==> src/rtl/hdl_decoder_2to4_seq_pkg.sv <==
// Shared encodings and sizing for the sequenced 2-to-4 decoder and its input FIFO.
package hdl_decoder_2to4_seq_pkg;

  typedef enum logic [1:0] {
    ST_IDLE  = 2'd0,
    ST_DRIVE = 2'd1,
    ST_GAP   = 2'd2
  } state_e;

  localparam int FIFO_DEPTH = 2;
  localparam int CNT_W      = 4;

  function automatic logic [3:0] decode_onehot(input logic [1:0] code);
    return 4'b0001 << code;
  endfunction

endpackage

==> src/rtl/hdl_fifo_2x2.sv <==
// Two-entry, two-bit FIFO; entry 0 is always the head so pop is a simple shift.
module hdl_fifo_2x2
  import hdl_decoder_2to4_seq_pkg::*;
(
  input  logic       clk,
  input  logic       rst,
  input  logic       push,
  input  logic [1:0] push_data,
  input  logic       pop,
  output logic       full,
  output logic       empty,
  output logic [1:0] head
);

  logic [1:0] occ_q, occ_d, occ_pop;
  logic [1:0] mem_q [FIFO_DEPTH];
  logic [1:0] mem_d [FIFO_DEPTH];

  assign full  = (occ_q == 2'(FIFO_DEPTH));
  assign empty = (occ_q == 2'd0);
  assign head  = mem_q[0];

  // Pop first, then push into the slot just past the post-pop occupancy,
  // which keeps order intact when both happen with one entry held.
  always_comb begin
    mem_d   = mem_q;
    occ_pop = occ_q;
    if (pop && !empty) begin
      mem_d[0] = mem_q[1];
      occ_pop  = occ_q - 2'd1;
    end
    occ_d = occ_pop;
    if (push && !full) begin
      mem_d[occ_pop[0]] = push_data;
      occ_d             = occ_pop + 2'd1;
    end
  end

  always_ff @(posedge clk or posedge rst) begin
    if (rst) begin
      occ_q    <= 2'd0;
      mem_q[0] <= 2'd0;
      mem_q[1] <= 2'd0;
    end else begin
      occ_q    <= occ_d;
      mem_q[0] <= mem_d[0];
      mem_q[1] <= mem_d[1];
    end
  end

endmodule

==> src/rtl/hdl_decoder_2to4_seq.sv <==
// Buffered 2-to-4 decoder: each accepted code drives its one-hot output for
// HOLD_CYCLES cycles, followed by a one-cycle all-zero gap flagged by done.
module hdl_decoder_2to4_seq
  import hdl_decoder_2to4_seq_pkg::*;
#(
  parameter int HOLD_CYCLES = 4
) (
  input  logic clk,
  input  logic rst,
  input  logic in_valid,
  output logic in_ready,
  input  logic A0,
  input  logic A1,
  output logic D0,
  output logic D1,
  output logic D2,
  output logic D3,
  output logic busy,
  output logic done
);

  localparam logic [CNT_W-1:0] HOLD_LOAD = CNT_W'(HOLD_CYCLES - 1);

  state_e           state_q, state_d;
  logic [CNT_W-1:0] cnt_q, cnt_d;
  logic [1:0]       code_q, code_d;
  logic [3:0]       d_q, d_d;
  logic             busy_q, busy_d;
  logic             done_q, done_d;

  logic       push, pop;
  logic       fifo_full, fifo_empty;
  logic [1:0] fifo_head;
  logic [1:0] occ, occ_next;

  assign in_ready = !fifo_full;
  assign push     = in_valid && in_ready;

  hdl_fifo_2x2 u_fifo (
    .clk       (clk),
    .rst       (rst),
    .push      (push),
    .push_data ({A1, A0}),
    .pop       (pop),
    .full      (fifo_full),
    .empty     (fifo_empty),
    .head      (fifo_head)
  );

  always_comb begin
    state_d = state_q;
    cnt_d   = cnt_q;
    code_d  = code_q;
    pop     = 1'b0;
    unique case (state_q)
      ST_IDLE: begin
        if (!fifo_empty) begin
          pop     = 1'b1;
          code_d  = fifo_head;
          cnt_d   = HOLD_LOAD;
          state_d = ST_DRIVE;
        end
      end
      ST_DRIVE: begin
        if (cnt_q != '0) cnt_d   = cnt_q - 1'b1;
        else             state_d = ST_GAP;
      end
      ST_GAP: begin
        if (!fifo_empty) begin
          pop     = 1'b1;
          code_d  = fifo_head;
          cnt_d   = HOLD_LOAD;
          state_d = ST_DRIVE;
        end else begin
          state_d = ST_IDLE;
        end
      end
      default: state_d = ST_IDLE;
    endcase

    // Outputs are decoded from the next state so they line up with it.
    occ      = {fifo_full, !fifo_full && !fifo_empty};
    occ_next = occ + {1'b0, push} - {1'b0, pop};
    d_d      = (state_d == ST_DRIVE) ? decode_onehot(code_d) : 4'b0000;
    done_d   = (state_d == ST_GAP);
    busy_d   = (state_d != ST_IDLE) || (occ_next != 2'd0);
  end

  always_ff @(posedge clk or posedge rst) begin
    if (rst) begin
      state_q <= ST_IDLE;
      cnt_q   <= '0;
      code_q  <= 2'd0;
      d_q     <= 4'b0000;
      busy_q  <= 1'b0;
      done_q  <= 1'b0;
    end else begin
      state_q <= state_d;
      cnt_q   <= cnt_d;
      code_q  <= code_d;
      d_q     <= d_d;
      busy_q  <= busy_d;
      done_q  <= done_d;
    end
  end

  assign {D3, D2, D1, D0} = d_q;
  assign busy = busy_q;
  assign done = done_q;

endmodule

==> config.mk <==
export PLATFORM = sky130hd
export DESIGN_NAME = hdl_decoder_2to4_seq
export DESIGN_NICKNAME = d
export VERILOG_FILES = /design/src/rtl/hdl_decoder_2to4_seq_pkg.sv /design/src/rtl/hdl_fifo_2x2.sv /design/src/rtl/hdl_decoder_2to4_seq.sv
export SDC_FILE = /design/constraint.sdc
export NUM_CORES = 1
export LEC_CHECK = 0
export CORE_ASPECT_RATIO = 1.4
export CORE_MARGIN = 5
export CORE_UTILIZATION = 38
export CTS_CLUSTER_DIAMETER = 100
export DETAILED_ROUTE_END_ITERATION = 10
export PLACE_DENSITY = 0.72
export SKIP_CTS_REPAIR_TIMING = 1
export SLEW_MARGIN = 20
export SYNTH_ARGS = -nofsm -noshare
export SYNTH_HDL_FRONTEND = slang
export SYNTH_HIERARCHICAL = 1
export SYNTH_SLANG_ARGS = --single-unit
==> constraint.sdc <==
create_clock -name clk -period 2.5 [get_ports clk]
set_input_delay 0.5 -clock clk [delete_from_list [all_inputs] [get_ports clk]]
set_output_delay 0.5 -clock clk [all_outputs]
set_load 0.01 [all_outputs]
-- Yosys cells after proc, flatten, opt, wreduce, memory -nomap -nowiden
Cells that the tools add are included.
- add/sub/neg operators: 5
- $lt $le $gt $ge: 2
- eq/ne operators: 7
- shift-type cells: 1
- mux-type cells: 19
- bitwise gates (word level): 1
- reductions and logical operators: 16
- operators with widths (kind ; number):
    2-bit 2-to-1 mux ; 8
    4-bit 2-to-1 mux ; 4
    4-bit one-hot mux with 2 select lines ; 1
    2-bit == test (second input constant) ; 3
    2-bit one-hot mux with 3 select lines ; 1
    2-bit nonzero test ; 3
    1-bit logical AND ; 5
    4-bit bitwise mux ; 1
    2-bit by 1-bit == test with 1-bit output (second input constant) ; 2
    2-bit logical NOT ; 2
    2-bit inequality test (second input constant) ; 2
    4-bit nonzero test ; 1
    1-bit by 2-bit left shift with 4-bit output (first input constant) ; 1
    4-bit by 1-bit subtractor with 4-bit output (second input constant) ; 1
    1-bit 2-to-1 mux ; 3
    3-bit AND reduction ; 1
    2-bit by 1-bit adder with 2-bit output ; 1
    2-bit by 1-bit adder with 2-bit output (second input constant) ; 1
    2-bit demux with 1-bit select ; 1
    2-bit greater-or-equal comparator (second input constant) ; 1
    1-bit logical NOT ; 2
    2-bit by 1-bit < comparator with 1-bit output (second input constant) ; 1
    1-bit inverter with 2-bit output ; 1
    2-bit OR reduction ; 1
    other kinds (3) ; 3
- register bits after elaboration: 20
- bits of input ports: 5
- output and inout bits: 7
- logic and storage cells: 60

-- Logic depth before layout (Yosys ltp)
- word-level depth: 12
- gate-level depth with buffers: 10

-- By module
The synthesis kept the hierarchy.
- modules (own cells, without submodules) (module ; instances ; cells each ; area each (µm²) ; sequential area each (µm²)):
    hdl_decoder_2to4_seq ; 1 ; 69 ; 705.7 ; 350.3
    hdl_fifo_2x2 ; 1 ; 38 ; 402.9 ; 150.1

-- Worst setup path after synthesis
No wires, ideal clock.
- path kind: reg2reg
- start point: register u_fifo.occ_q[0]
- end point: register busy_q (netlist: busy)
- arrival: 2152 ps
- data required time: 2369 ps
- setup slack: 217 ps
- stages on the path, launching flop included: 11
- path buffers: 0
- path through: dfrtp_1 > inv_1 > ha_1 > or2_4 > clkinv_1 > ha_1 > inv_1 > ha_1 > xnor2_1 > xnor2_1 > or3_1
- elaborated cells between the ends (all ways): 16
- classes of those cells: add/sub (2); eq/ne (1); mux (5); reduce/logical (8)
- RTL lines (item ; line ; RTL):
    from (decl) ; hdl_fifo_2x2.sv:15 ; logic [1:0] occ_q, occ_d, occ_pop;
    from (signal assigned) ; hdl_fifo_2x2.sv:41 ; occ_q <= 2'd0;
    from (signal assigned) ; hdl_fifo_2x2.sv:45 ; occ_q <= occ_d;
    2-bit logical NOT ; hdl_fifo_2x2.sv:20 ; assign empty = (occ_q == 2'd0);
    net fifo_empty ; hdl_decoder_2to4_seq.sv:32 ; logic fifo_full, fifo_empty;
    1-bit 2-to-1 mux ; hdl_decoder_2to4_seq.sv:57, hdl_decoder_2to4_seq.sv:69 ;
    1-bit 2-to-1 mux ; -- ;
    net pop ; hdl_decoder_2to4_seq.sv:31 ; logic push, pop;
    2-bit by 1-bit subtractor with 2-bit output ; hdl_decoder_2to4_seq.sv:83 ; occ_next = occ + {1'b0, push} - {1'b0, pop};
    2-bit nonzero test ; hdl_decoder_2to4_seq.sv:86 ; busy_d = (state_d != ST_IDLE) || (occ_next != 2'd0);
    1-bit logical OR ; hdl_decoder_2to4_seq.sv:86 ;
    net busy_d ; hdl_decoder_2to4_seq.sv:28 ; logic busy_q, busy_d;
    to (signal assigned) ; hdl_decoder_2to4_seq.sv:102 ; busy_q <= busy_d;
    to (decl) ; hdl_decoder_2to4_seq.sv:28 ;
The timed path passes the listed nets, and every way through them passes these cells.
A chain may end at the register's enable or synchronous reset.

-- Final worst setup path
- start point: register u_fifo.occ_q[0]
- end point: register busy_q (netlist: busy)
- word-level cells in the longest chain between the ends: 7
- elaborated cells between the ends (all ways): 16
- classes of those cells: add/sub (2); eq/ne (1); mux (5); reduce/logical (8)
- ends and longest elaborated chain (item ; line ; RTL):
    2-bit logical NOT * ; hdl_fifo_2x2.sv:20 ;
    net fifo_empty ; hdl_decoder_2to4_seq.sv:32 ;
    1-bit logical NOT ; hdl_decoder_2to4_seq.sv:82 ; occ = {fifo_full, !fifo_full && !fifo_empty};
    1-bit logical AND ; hdl_decoder_2to4_seq.sv:82 ;
    2-bit by 1-bit adder with 2-bit output ; hdl_decoder_2to4_seq.sv:83 ;
    2-bit by 1-bit subtractor with 2-bit output ; hdl_decoder_2to4_seq.sv:83 ;
    2-bit nonzero test ; hdl_decoder_2to4_seq.sv:86 ;
    1-bit logical OR * ; hdl_decoder_2to4_seq.sv:86 ;
    net busy_d ; hdl_decoder_2to4_seq.sv:28 ;
Mark *: on every way through the listed nets, which the timed path passes. The rest lies on a longest branch.

==> results <==
- Of the synthesized area, sequential elements account for 45.15%.
- The later-pin clock latency in the skew report is 0.25 ns.
- The wire length of the first global-routing pass is 3201 um.
- After Yosys synthesis, full adders, half adders and majority gates account for 7.901% of the synthesized area.
- Along the worst path, the maximum fanout reaches 6.
- The number of cells produced by synthesis is 107.
- Max-cap violations in this run came to 0.
- At the end of routability-driven placement, the weighted congestion stood at 0.7915.
- STA classifies the critical path endpoint as a flop.
- For this design, the sink count on the clock tree is 20.
- For this run, design rule violations remaining after detail routing come to 0.
- The share of total power consumed by net switching is 38.30%.
- In this run the cell area of the synthesized design comes to 1109 um2.
- The xor-xnor portion of the synthesized cell area is 2.370%.
- In this run the worst hold path is classified as reg -> reg.
- The die outline area is 4113 um2.
- The launch instance of the worst register-to-register path is u_fifo/occ_q[0].
- Entering global routing, the biggest net connects 15 pins.
- For this block, the routed nets add up to 1839 um of wire.
- The initialized floorplan defines 23 standard-cell rows.
- The effective utilization at floorplan is 38.91%.
- The clock network accounts for 13.7% of the total power.
- The root buffer cell is clkbuf_8.
- At the end of the flow the core is filled with cells to 45.28%.
- The area of the core is 2849 um2.
- The leakage power total is 0.5782 nW.
- Pin placement for this block handled 12 I/O pins.
- The area growth from synthesis to layout is 16.37%.
- The number of hold violations in the final report is 0.
- The total net switching power is 0.6598 mW.
- The placed cell count is 152.
- The required time at the endpoint of the critical path is 2.63 ns.
- The smallest clock period supported by the final layout is computed as 2.336 ns.
- The power density over the cells is 1336 nW/um2.
- The number of max-slew violations in the final report was 0.
- The total of warnings raised by yosys is 6.
- The run finished with clean final reports.
- Dividing the detail-routed wire length by the instance count gives 11.79 um.
- On the final layout, the worst hold slack is 0.4942 ns.
- The floorplan die height is 73.91 um.
- Setup violations remaining at the end of the flow were counted as 0.
- Counting instances, the worst hold path has a depth of 1.
- The worst min-delay path endpoint is d_q[0].
- The number of antenna violations at the first check in global routing is 0.
- Registers are responsible for 34.2% of the overall power.
- Of the available clock period, the critical path in the final layout requires 93.44%.
- The average instance in the mapped netlist occupies 10.36 um2.
- The CTS H-tree depth is 1.
- The setup slack of the critical path after layout is 0.1639 ns.
- The clock transition time at the flip-flop clock pins of the worst setup and hold paths is 0.07 ns.
- For the worst flop-to-flop path, the logic depth is 9.
- The mean number of vias per cell is 5.192.
- The summed negative setup slack over all endpoints is 0 ns.
- After layout, the design draws a total of 1.723 mW.
- The routed via count is 810.
- The count of port buffers added during placement is 11.
- Internal power comes to 1.063 mW.
- The via count of the first global-routing pass is 821.
- The number of nets with antenna violations after detailed routing is 0.
- After synthesis, the share of cell area in mux cells is 3.837%.
- The worst register-to-register path has a setup slack of 0.16 ns.
- The wire-length estimate of the detail-placed layout is 1448 um.
- In the global route stage, overall resource usage came out at 9.437%.
- Setup repair after global routing left no endpoint under its margin.
- The number of clock buffers inserted by TritonCTS is 3.
- After synthesis the netlist holds a flip-flop and latch count of 20.
- The maximum buffer depth of the clock tree is 2.
- The startpoint of the worst hold path is code_q[1].
- The share of total power in combinational logic is 52.1%.
- The die extent in x is 55.65 um.
- After synthesis, the largest family of logic cells by area is simple AND/OR/NAND/NOR gates.
- Before CTS, the worst setup slack after placement is 0.1754 ns.
- For this run, the detailed router's first-pass iteration total came to 5.
- In this run, the number of DRC markers left after iteration 0 of detailed routing was 29.
- The placed instance area is 1235 um2.
- For this run, the post-layout net count is 132.
- The endpoint of the worst-slack reg-to-reg timing path is busy.
- The number of diodes is 0.
- The area fraction in compound gates after synthesis is 14.90%.
- The post-synthesis cell type count is 37.
- TritonCTS built the clock tree.
- Of the cells placed in the final design, the portion with a size suffix greater than 1 is 12.61%.
- The basic-gate share of the synthesized area counting and, or, nand and nor cells is 17.72%.
- The worst clock skew on the final layout is 0.003959 ns.
- Static timing analysis puts the maximum clock frequency at 0.4281 GHz.
- The number of nets in the synthesized netlist is 119.
- After routing the design area is 1290 um2.
- The worst slew margin relative to its limit is 66.07%.
- The arrival time at the worst endpoint is 2.47 ns.
- The startpoint-to-endpoint class of the critical path is reg -> reg.
- The largest voltage drop on the vdd net is 0.6469 mV.
- The final standard cell count with taps included and fillers excluded is 156.
- The worst setup path is launched from a flop.
- For the pin with the worst max-slew slack, the measured transition is 0.5084 ns.
- The total grt overflow is 0.
flip-flops by register name (all words and copies together) (netlist names), named ones only:
signal and cells:
cnt_q 4, d_q 4, code_q 2, state_q 2, u_fifo/head 2, u_fifo/occ_q 2
busy 1, done 1
metal layers:
metal / routed length [um] / vias up / global-route usage, %
met2: 946 / 25 / 18.29
met5: 0 / - / 0
met3: 79 / 0 / 1.933
met4: 0 / 0 / 2.162
li1: - / 392 / -
met1: 813 / 393 / 10.55
cells in the final DEF, fill, tap and decap left out, drive strengths merged, types with 3 or more instances in the layout:
master         synthesis  final
o31ai                  4      4
nand3                  4      4
dfrtp                 20     20
clkbuf                 0      4
o22ai                  4      4
ha                     7      7
nor2b                  3      3
a22o                   3      3
inv                   13     13
a21oi                  4      4
xnor2                  3      3
o21ai                  3      3
nor2                   5      5
clkdlybuf4s50          0     11
nand2                  6      6
nand2b                 3      3
cells by family after synthesis:
logic type               Yosys count
XOR/XNOR                           3
multiplexers                       4
adder cells (fa/ha/maj)            7
AO/OA/AOI/OAI                     23
AND/OR/NAND/NOR                   32
flip-flops                        20
buffers and inverters             18
area by class of cell:
type / count / area [um2]
multi-input cells: 69 / 518.0
flip-flops and latches: 20 / 500.5
fillers: 251 / 1559
repair buffers: 12 / 117.6
inverters: 14 / 52.55
clock buffers: 4 / 55.05
well taps: 37 / 46.29
how the worst max path moves through the flow:
stage,from,endpoint,cells after the start
final,u_fifo/occ_q[0],busy,9
after global routing,u_fifo/occ_q[0],busy,9
after CTS,u_fifo/occ_q[0],busy,9
after global placement,u_fifo/occ_q[0],busy,9
after floorplan,u_fifo/occ_q[0],busy,10
after detailed placement,u_fifo/occ_q[0],busy,9
power groups by stage:
stage	Combinational (mW)	Clock (mW)	Sequential (mW)
after floorplan	0.724	0	0.564
after global placement	0.870	0	0.586
after detailed placement	0.902	0	0.594
after CTS	0.908	0.246	0.586
after global routing	1.02	0.258	0.609
final	0.898	0.236	0.589
worst max-delay path, cell delays in order (launching register included):
cell,delay [ns]
dfrtp_1,0.45
inv_1,0.13
ha_1,0.28
or2_2,0.31
ha_1,0.28
inv_1,0.04
ha_1,0.18
xnor2_1,0.13
xnor2_1,0.12
or3_1,0.30
synth_stat cells (all sizes together):
cell type | instances | area, um2
nor2 | 5 | 21.27
and2b | 1 | 7.510
clkinv | 1 | 3.750
o31ai | 4 | 30.03
a22o | 3 | 26.28
or3 | 2 | 12.51
mux2 | 2 | 22.52
nor4 | 1 | 6.260
mux2i | 2 | 20.02
o211ai | 1 | 7.510
nor4b | 2 | 17.52
nor2b | 3 | 26.27
and2 | 1 | 6.260
a21oi | 4 | 20.02
a31oi | 1 | 6.260
nand3b | 2 | 15.01
ha | 7 | 87.58
nand2 | 6 | 22.52
nand3 | 4 | 20.02
dfrtp | 20 | 500.5
buf | 4 | 37.53
nand2b | 3 | 26.27
or2 | 2 | 15.02
xnor2 | 3 | 26.28
o22ai | 4 | 25.02
inv | 13 | 48.79
a22oi | 1 | 7.510
o21ai | 3 | 18.77
a221oi | 2 | 23.77
(Power assumes the default switching activity.)
